**config.mk**
```make
export PLATFORM = sky130hd
export DESIGN_NAME = int_iq_age_tracker_flat
export DESIGN_NICKNAME = d
export VERILOG_FILES = /design/src/rtl/Falco_pkg.sv /design/src/rtl/int_iq_age_tracker_if.sv /design/src/rtl/int_iq_free_finder2.sv /design/src/rtl/int_iq_age_tracker.sv /design/src/flat_wrapper.sv
export SDC_FILE = /design/constraint.sdc
export NUM_CORES = 1
export LEC_CHECK = 0
export ABC_AREA = 1
export CAP_MARGIN = 5
export CORE_ASPECT_RATIO = 1.2
export CORE_MARGIN = 4
export CORE_UTILIZATION = 63
export CTS_CLUSTER_DIAMETER = 40
export CTS_CLUSTER_SIZE = 16
export DETAILED_ROUTE_END_ITERATION = 12
export HOLD_SLACK_MARGIN = 0.15
export PLACE_DENSITY_LB_ADDON = 0.25
export SYNTH_ARGS = -nofsm -noshare
export SYNTH_HDL_FRONTEND = slang
export SYNTH_SLANG_ARGS = --single-unit
```
**constraint.sdc**
```tcl
create_clock -name clk -period 7.9 [get_ports clk]
set_input_delay 1.58 -clock clk [delete_from_list [all_inputs] [get_ports clk]]
set_output_delay 1.58 -clock clk [all_outputs]
set_load 0.03 [all_outputs]
```
**src/rtl/Falco_pkg.sv**
```systemverilog
// Shared issue-queue sizing and the id and age types used by the integer IQ blocks.
package Falco_pkg;
  localparam int INT_IQ_WIDTH = 3;
  localparam int IQ_DEPTH     = 1 << INT_IQ_WIDTH;

  typedef logic [INT_IQ_WIDTH-1:0] iq_id_t;
  typedef logic [INT_IQ_WIDTH:0]   iq_age_t;
endpackage

```
**src/rtl/int_iq_age_tracker_if.sv**
```systemverilog
// Dispatch, issue and picker-facing signals of the integer IQ age tracker.
interface int_iq_age_tracker_if;
  import Falco_pkg::*;

  logic [1:0]               disp_valid;
  logic                     disp_ready;
  iq_id_t [1:0]             alloc_id;
  logic [1:0]               issue_valid;
  iq_id_t [1:0]             issue_id;
  logic [IQ_DEPTH-1:0]      entry_valid;
  iq_age_t [IQ_DEPTH-1:0]   entry_age;
  iq_age_t                  free_cnt;

  modport master (
    output disp_valid, issue_valid, issue_id,
    input  disp_ready, alloc_id, entry_valid, entry_age, free_cnt
  );

  modport slave (
    input  disp_valid, issue_valid, issue_id,
    output disp_ready, alloc_id, entry_valid, entry_age, free_cnt
  );
endinterface

```
**src/rtl/int_iq_free_finder2.sv**
```systemverilog
// Lowest two free (zero) positions of the valid vector; combinational, no backpressure.
module int_iq_free_finder2
  import Falco_pkg::*;
(
  input  logic [IQ_DEPTH-1:0] valid,
  output iq_id_t [1:0]        free_id
);

  logic [1:0] nfound;

  always_comb begin
    free_id = '0;
    nfound  = 2'd0;
    for (int i = 0; i < IQ_DEPTH; i++) begin
      if (!valid[i]) begin
        if (nfound == 2'd0) begin
          free_id[0] = iq_id_t'(i);
        end else if (nfound == 2'd1) begin
          free_id[1] = iq_id_t'(i);
        end
        if (nfound != 2'd2) begin
          nfound = nfound + 2'd1;
        end
      end
    end
  end

endmodule

```
**src/rtl/int_iq_age_tracker.sv**
```systemverilog
// Age matrix for the integer IQ: entry age = number of younger valid entries.
// One-cycle update latency; dispatch is held off (disp_ready low) when fewer than two entries are free.
module int_iq_age_tracker
  import Falco_pkg::*;
(
  input  logic                 clk,
  input  logic                 rst,
  input  logic                 flush,
  int_iq_age_tracker_if.slave  iq
);

  logic [IQ_DEPTH-1:0]    valid_q, valid_d, iss_vec;
  iq_age_t [IQ_DEPTH-1:0] age_q, age_d;
  iq_age_t                free_q, free_d, k, n_iss;
  iq_id_t [1:0]           free_id;
  iq_id_t                 slot1;
  logic                   ready, acc0, acc1;

  int_iq_free_finder2 u_free_finder (
    .valid   (valid_q),
    .free_id (free_id)
  );

  assign ready          = (free_q >= iq_age_t'(2));
  assign iq.disp_ready  = ready;
  assign iq.alloc_id    = free_id;
  assign iq.entry_valid = valid_q;
  assign iq.entry_age   = age_q;
  assign iq.free_cnt    = free_q;

  always_comb begin
    acc0    = iq.disp_valid[0] && ready && !flush;
    acc1    = iq.disp_valid[1] && ready && !flush;
    k       = iq_age_t'(acc0) + iq_age_t'(acc1);
    slot1   = acc0 ? free_id[1] : free_id[0];
    iss_vec = '0;
    n_iss   = '0;
    age_d   = '0;

    // Duplicate grants land on the same bit, so they count once.
    for (int n = 0; n < 2; n++) begin
      if (iq.issue_valid[n] && valid_q[iq.issue_id[n]]) begin
        iss_vec[iq.issue_id[n]] = 1'b1;
      end
    end
    for (int j = 0; j < IQ_DEPTH; j++) begin
      n_iss = n_iss + iq_age_t'(iss_vec[j]);
    end

    valid_d = valid_q & ~iss_vec;
    for (int i = 0; i < IQ_DEPTH; i++) begin : g_age
      iq_age_t fi;
      fi = '0;
      if (valid_d[i]) begin
        for (int j = 0; j < IQ_DEPTH; j++) begin
          if (iss_vec[j] && (age_q[j] < age_q[i])) begin
            fi = fi + iq_age_t'(1);
          end
        end
        age_d[i] = age_q[i] + k - fi;
      end
    end

    // New entries are younger than every survivor; slot 0 is the older of a pair.
    if (acc0) begin
      valid_d[free_id[0]] = 1'b1;
      age_d[free_id[0]]   = acc1 ? iq_age_t'(1) : iq_age_t'(0);
    end
    if (acc1) begin
      valid_d[slot1] = 1'b1;
      age_d[slot1]   = '0;
    end

    free_d = free_q + n_iss - k;

    if (flush) begin
      valid_d = '0;
      age_d   = '0;
      free_d  = iq_age_t'(IQ_DEPTH);
    end
  end

  always_ff @(posedge clk) begin
    if (rst) begin
      valid_q <= '0;
      age_q   <= '0;
      free_q  <= iq_age_t'(IQ_DEPTH);
    end else begin
      valid_q <= valid_d;
      age_q   <= age_d;
      free_q  <= free_d;
    end
  end

endmodule

```
**src/flat_wrapper.sv**
```systemverilog
// flat-port wrapper written by rule: the top's interface ports become plain ports
module int_iq_age_tracker_flat import Falco_pkg::*;
  (clk, rst, flush, iq_disp_valid, iq_issue_valid, iq_issue_id, iq_disp_ready, iq_alloc_id, iq_entry_valid, iq_entry_age, iq_free_cnt);
  int_iq_age_tracker_if iq_i ();
  input  logic clk;
  input  logic rst;
  input  logic flush;
  input wire logic [$bits(iq_i.disp_valid)-1:0] iq_disp_valid;
  input wire logic [$bits(iq_i.issue_valid)-1:0] iq_issue_valid;
  input wire logic [$bits(iq_i.issue_id)-1:0] iq_issue_id;
  output wire logic [$bits(iq_i.disp_ready)-1:0] iq_disp_ready;
  output wire logic [$bits(iq_i.alloc_id)-1:0] iq_alloc_id;
  output wire logic [$bits(iq_i.entry_valid)-1:0] iq_entry_valid;
  output wire logic [$bits(iq_i.entry_age)-1:0] iq_entry_age;
  output wire logic [$bits(iq_i.free_cnt)-1:0] iq_free_cnt;
  assign iq_i.disp_valid = iq_disp_valid;
  assign iq_i.issue_valid = iq_issue_valid;
  assign iq_i.issue_id = iq_issue_id;
  assign iq_disp_ready = iq_i.disp_ready;
  assign iq_alloc_id = iq_i.alloc_id;
  assign iq_entry_valid = iq_i.entry_valid;
  assign iq_entry_age = iq_i.entry_age;
  assign iq_free_cnt = iq_i.free_cnt;
  int_iq_age_tracker u_core (.clk(clk), .rst(rst), .flush(flush), .iq(iq_i));
endmodule
```
After elaboration in Yosys (flattened, before gate mapping)

Index checks and enable logic that the tools add are counted.

Register bits after elaboration: 44
Input port bits: 13
Output and inout bits: 51

Add/sub/neg operators: 88
Magnitude comparators: 73
Equal/unequal tests: 13
Muxes and demuxes: 202
Bitwise operators: 7
Reduce and logical (&&, ||, !) cells: 83

Operator list:

| cell                                                       | count |
|---|---|
| two-way mux 4 bit                                          | 131 |
| less-than comparator 4 bit                                 | 64 |
| adder 4 x 1 -> 4 bit, second input constant                | 56 |
| logical AND 1 bit                                          | 74 |
| two-way mux 32 bit                                         | 2 |
| two-way mux 3 bit                                          | 19 |
| adder 4 bit                                                | 9 |
| two-way mux 6 bit                                          | 6 |
| subtractor 4 bit                                           | 9 |
| bitwise AND 32 bit                                         | 1 |
| bitwise mux 32 bit                                         | 1 |
| two-way mux 8 bit                                          | 4 |
| NOT 32 bit                                                 | 1 |
| adder 4 x 1 -> 4 bit                                       | 6 |
| demux 4 bit (select 3 bit)                                 | 2 |
| two-way mux 2 bit                                          | 12 |
| bitwise OR 8 bit                                           | 3 |
| two-way mux 1 bit                                          | 19 |
| less-than comparator 3 x 4 -> 1 bit, second input constant | 4 |
| == test 2 x 1 -> 1 bit, second input constant              | 7 |
| logical NOT 2 bit                                          | 7 |
| adder 2 x 1 -> 2 bit, second input constant                | 6 |
| demux 1 bit (select 3 bit)                                 | 4 |
| >= comparator 3 x 1 -> 1 bit, second input constant        | 4 |
| other kinds (8)                                            | 15 |

Logic depth before layout (Yosys ltp)

Word-level depth: 37
Depth in mapped cells: 44

By module

From an unflattened synthesis, not the netlist that was laid out.

Cell total of the unflattened synthesis: 1849
Area, all modules: 11352.1 um^2

Modules (own cells, without submodules):

| module              | times used | cells an instance | area each (um^2) | seq. area each (um^2) |
|---|---|---|---|---|
| int_iq_age_tracker  | 1          | 1750              | 10747.8          | 880.8 |
| int_iq_free_finder2 | 1          | 99                | 604.3            | 0.0 |

Worst setup path before layout

Ideal clock, no wire load.

Path type: in2reg
Start point: input iq_issue_id[1]
End point: register u_core.age_q, in the netlist u_core.iq.entry_age[27]
Arrival: 6.279 ns
Required time: 7.785 ns
Slack: 1.506 ns
Stages: 33
Buffers on the path: 1
Cells stage by stage: buf_4 nor2_4 nand2_1 nor2_2 nor2_2 a21boi_2 nand3_1 nand2_1 inv_1 nor3_1 ha_1 nand3_1 nand2_2 inv_2 nand2_1 nand3_1 nand2_2 ha_1 or2_2 nand2_1 nand2_1 nand3_1 nand2_1 ha_1 a21oi_1 fa_1 ha_1 a31oi_1 nand3_1 nand2_1 nand3_1 a21oi_1 nor2_1

Word-level cells in the longest chain between the ends: 37
Elaborated cells between the ends (all ways): 50
Those cells by class: add/sub: 8; order compare: 2; mux: 26; bitwise: 4; reduce/logical: 10

Ends and longest elaborated chain:

| element                                                                                                          | RTL line                 | RTL |
|---|---|---|
| start, declared                                                                                                  | flat_wrapper.sv:10       | `input wire logic [$bits(iq_i.issue_id)-1:0] iq_issue_id;` |
| less-than comparator 3 x 4 -> 1 bit (implied by the code) / >= comparator 3 x 1 -> 1 bit (equally long branches) | int_iq_age_tracker.sv:43 | `iss_vec[iq.issue_id[n]] = 1'b1;` |
| logical AND 1 bit (implied by the code)                                                                          | int_iq_age_tracker.sv:43 |  |
| two-way mux 1 bit (implied by the code)                                                                          | int_iq_age_tracker.sv:43 |  |
| demux 1 bit (select 3 bit)                                                                                       | -                        |  |
| two-way mux 8 bit (*)                                                                                            | int_iq_age_tracker.sv:42 | `if (iq.issue_valid[n] && valid_q[iq.issue_id[n]]) begin` |
| bitwise OR 8 bit (no line)                                                                                       | -                        |  |
| two-way mux 8 bit (*)                                                                                            | int_iq_age_tracker.sv:42 |  |
| logical AND 1 bit                                                                                                | int_iq_age_tracker.sv:56 | `if (iss_vec[j] && (age_q[j] < age_q[i])) begin` |
| [... 21 more ...]                                                                                                | -                        |  |
| two-way mux 4 bit                                                                                                | int_iq_age_tracker.sv:56 |  |
| two-way mux 4 bit                                                                                                | int_iq_age_tracker.sv:54 | `if (valid_d[i]) begin` |
| subtractor 4 bit                                                                                                 | int_iq_age_tracker.sv:60 | `age_d[i] = age_q[i] + k - fi;` |
| two-way mux 4 bit (*)                                                                                            | int_iq_age_tracker.sv:54 |  |
| bitwise mux 32 bit                                                                                               | int_iq_age_tracker.sv:67 | `age_d[free_id[0]] = acc1 ? iq_age_t'(1) : iq_age_t'(0);` |
| two-way mux 32 bit (*)                                                                                           | int_iq_age_tracker.sv:65 | `if (acc0) begin` |
| bitwise AND 32 bit (no line)                                                                                     | -                        |  |
| two-way mux 32 bit (*)                                                                                           | int_iq_age_tracker.sv:69 | `if (acc1) begin` |
| end signal, assigned                                                                                             | int_iq_age_tracker.sv:90 | `age_q <= age_d;` |
| end, declared                                                                                                    | int_iq_age_tracker.sv:13 | `iq_age_t [IQ_DEPTH-1:0] age_q, age_d;` |

Every way passes the cells marked *; elsewhere a longest branch is shown, timed or not. The select of a mux whose other input is x is not followed.
A chain may end at the register's enable or synchronous reset.

Final worst setup path

Start point: input iq_issue_id[2]
End point: register u_core.age_q, in the netlist u_core.iq.entry_age[27]

Same word-level chain as after synthesis.

==> results.md <==
- DRT Pass-1 Iters: 7
- Worst-Margin Slew: ~0.77 ns
- Final Skew: 0.01325 ns
- Syn_area_per_cell: 6.250 µm²
- Clock Tree Buf Depth: 2
- Min-delay src: u_core.iq.entry_valid[4]$_SDFF_PP0_
- Post-route antenna net violation count: 0
- Row cnt: 53
- Reg-to-reg slack, setup: 2.05 ns
- Filler Cells Inserted: 1546
- Hold Path Stages: 2
- Largest net degree at the start of global routing: 21
- Multi-input gate area: between 8000 and 9000 µm²
- GP Congestion: approximately 0.94
- Max stage delay on crit path: between 0.6 and 0.7 ns
- Placed Instances: between 2000 and 2500
- Final hold vios: 0
- Post-synthesis sequential area ratio: between 7 and 8%
- CP Depth: 36
- Worst setup margin: 0.6260 ns
- Drt drc: 0
- Ys flop type: dfxtp_1
- CTS tree: yes
- Post-synthesis compound-gate area fraction: 8.987%
- DIE HEIGHT: 154.8 µm
- Hold endpoint: u_core.iq.entry_age[18]$_SDFF_PP0_
- Worst EP required: 8.11 ns
- CP bufs+invs: 5
- Leakage: ~7.0 nW
- Post-synthesis register bit count: between 40 and 50
- Reg-to-reg endpoint: u_core.iq.entry_age[27]$_SDFF_PP0_
- Max transition margin: 48.43%
- Routed WL: around 30000 µm
- Io pins: 64
- Setup bufs post-CTS: 0
- Chip width: between 100 and 150 µm
- Setup TNS Final: 0 ns
- Yosys top cell area share: 26.64%
- Diodes inserted: 0
- Hold buffer count at CTS: 0
- Clock H-tree levels: 2
- Status: finished clean
- Adder-Cell Fraction of Synth Area: 30.53%
- Clock sinks: 44
- Seq. cell area: 880.8 µm²
- Layout area overhead: 8.954%
- Final setup violation count: 0
- Final worst-path cycle share: roughly 92%
- PortBufs: between 60 and 70
- CP arrival: between 7 and 8 ns
- Slowest CP cell: clkdlybuf4s50_1
- Multiplexer share of the synthesized area: 0%
- Routed wire length per instance: 14.60 µm
- Post-cts resize count: 0
- Nets: 2149
- Die ar.: 20180 µm²
- Fmax: 0.1375 GHz
- Final core utilization: 70.17%
- Via count: roughly 12000
- Initial Utilization: 64.41%
- Hold WS: 0.7186 ns
- Core area: 17570 µm²
- First-pass GRT wire length: between 50000 and 60000 µm
- Main combinational cell family by area after synthesis: simple AND/OR/NAND/NOR gates
- Critical path class: primary input to register
- Clock Tree Root: clkbuf_16
- Crit path time final: 7.274 ns
- GRT overflow: 0
- Startpoint Class: primary input
- Synth Warn #: 0
- Ys async rst share: 0%
- Synth Area in XOR/XNOR: 2.012%
- Synth Area in Simple Gates: 37.78%
- Total GRT Usage: 30.54%
- Via/cell ratio: 5.576
- Unique cell type count in the Yosys netlist: 55
- CP endpoint kind: register
- Syn_nets: 2087
- Clock Pin Slew Worst Setup and Hold Paths: 0.07 ns
- HP Class: register to register
- RSZ-0062 raised after global routing: no
- Post-route insts no fill: 2094
- Share of layout cells above drive strength 1: 6.350%
- Vias in the first global route: 11178
- Post-Syn Instances: between 1500 and 2000
- Worst-path fanout max: 9
- PwrDens: between 70 and 80 nW/µm²
- Starting DRT DRC Count: 617
- Initial antenna violation count: 0
- Peak supply drop: about 0.14 mV
- Syn Std Cell Area: ~11000 µm²
- Worst path top cell family by delay: simple AND/OR/NAND/NOR gates
- R2R depth: 35
- Setup WS pre-CTS: 0.3597 ns
- R2r startpoint: u_core.iq.entry_valid[5]$_SDFF_PP0_
- MaxCap Viol Count: 0
- Dominant cells by area after synthesis: ha_1, nand2_1, inv_1
- Hpwl dp: 24960 µm
- Max-slew violations: 0
- Crit-path most repeated cell: nand2_1
- Post-synth EDFFs: 0
- Clk Latency, worst-skew pair: 0.31 ns
- Total CTS buffers: 5
- Synth area leader: ha_1
==> routing by layer <==
| metal | part of all wire, % | up-vias | track usage (%) |
|---|---|---|---|
| li1 | - | 5950 | - |
| met1 | 41 | 5241 | 35.39 |
| met2 | 47 | 366 | 52.64 |
| met3 | 6.0 | 120 | 4.663 |
| met4 | 6.3 | 0 | 17.59 |
| met5 | 0 | - | 0 |
==> state kept, by name (all words and copies together), names as in the netlist <==
signal / cells
u_core.iq.entry_age: 32
u_core.iq.entry_valid: 8
u_core.iq.free_cnt: 4
==> worst max path at each step <==
stage | start | endpoint | slack [ns]
final | iq_issue_id[2] | u_core.iq.entry_age[27]$_SDFF_PP0_ | 0.63
after global routing | iq_issue_id[0] | u_core.iq.entry_age[27]$_SDFF_PP0_ | 0.003
after CTS | iq_issue_id[2] | u_core.iq.entry_age[27]$_SDFF_PP0_ | 0.68
after detailed placement | iq_issue_id[2] | u_core.iq.entry_age[27]$_SDFF_PP0_ | 0.36
after global placement | iq_issue_id[2] | u_core.iq.entry_age[27]$_SDFF_PP0_ | 0.53
after floorplan | iq_issue_id[1] | u_core.iq.entry_age[27]$_SDFF_PP0_ | 1.51
==> cells in the mapped netlist, types with 3 or more instances <==
master,number
xnor2_1,15
dfxtp_1,44
clkbuf_1,3
nand4_1,28
ha_1,241
a221oi_1,14
inv_1,336
a21oi_1,50
o21bai_1,17
o21ai_1,8
buf_6,3
nand2_1,506
o21ai_2,3
nor3_1,15
nor2_2,7
nand3_2,17
o211ai_1,7
nand2_2,35
o21ai_0,29
a21o_1,4
nand3b_1,15
fa_1,22
nand2_4,6
a32oi_1,3
nor2_4,5
nand3_1,169
xor2_1,11
a31oi_1,12
inv_2,23
nor2_1,127
or2_1,3
==> cell usage in the layout, fill, tap and decap left out, types with 8 or more instances in the layout <==
master           synthesis  final
nor2_1                 127    127
nand3b_1                15     15
nand2_2                 35     35
xor2_1                  11     11
nand2_1                506    506
inv_2                   23     23
clkdlybuf4s50_1          0     63
ha_1                   241    241
o21bai_1                17     17
dfxtp_1                 44     44
xnor2_1                 15     15
nand3_2                 17     17
a221oi_1                14     14
fa_1                    22     22
nand4_1                 28     28
inv_1                  336    336
o21ai_0                 29     29
nand3_1                169    169
nor3_1                  15     15
a21oi_1                 50     50
a31oi_1                 12     12
o21ai_1                  8      8
==> tightest hold or removal path, delay by kind of cell (launching register included) <==
family | cells | cell delay [ns]
flops | 1 | 0.43
simple gates | 1 | 0.07
buf+inv | 1 | 0.17
==> report_power, final <==
group	internal, mW	switching, mW	total, mW	leakage [nW]
sequential	0.231	0.0131	0.244	0.355
combinational	0.151	0.260	0.411	6.58
clock	0.159	0.112	0.272	0.0871
==> cell families (layout without fill, tap and decap cells) <==
kind of cell,after synthesis,count (layout)
adder cells (fa/ha/maj),263,263
AND/OR/NAND/NOR,944,944
flip-flops,44,44
XOR/XNOR,26,26
AO/OA/AOI/OAI,161,161
buffers and inverters,373,436
==> final cells by class <==
cell class,instances,area share [%]
clock buffer,6,1.126
clock inverter,2,0.3145
inverter,361,11.03
multi-input combinational,1394,72.80
sequential,44,7.143
tap,220,2.232
timing repair buffer,67,5.357
==> through the flow <==
step                power, mW  area [µm²]
floorplan              0.5292       11320
global placement       0.6443       12150
detailed placement     0.6541       12150
CTS                    0.9275       12330
global route           0.9811       12330
finish                 0.9262       12330
No activity file was read; power rests on OpenSTA's default activity.
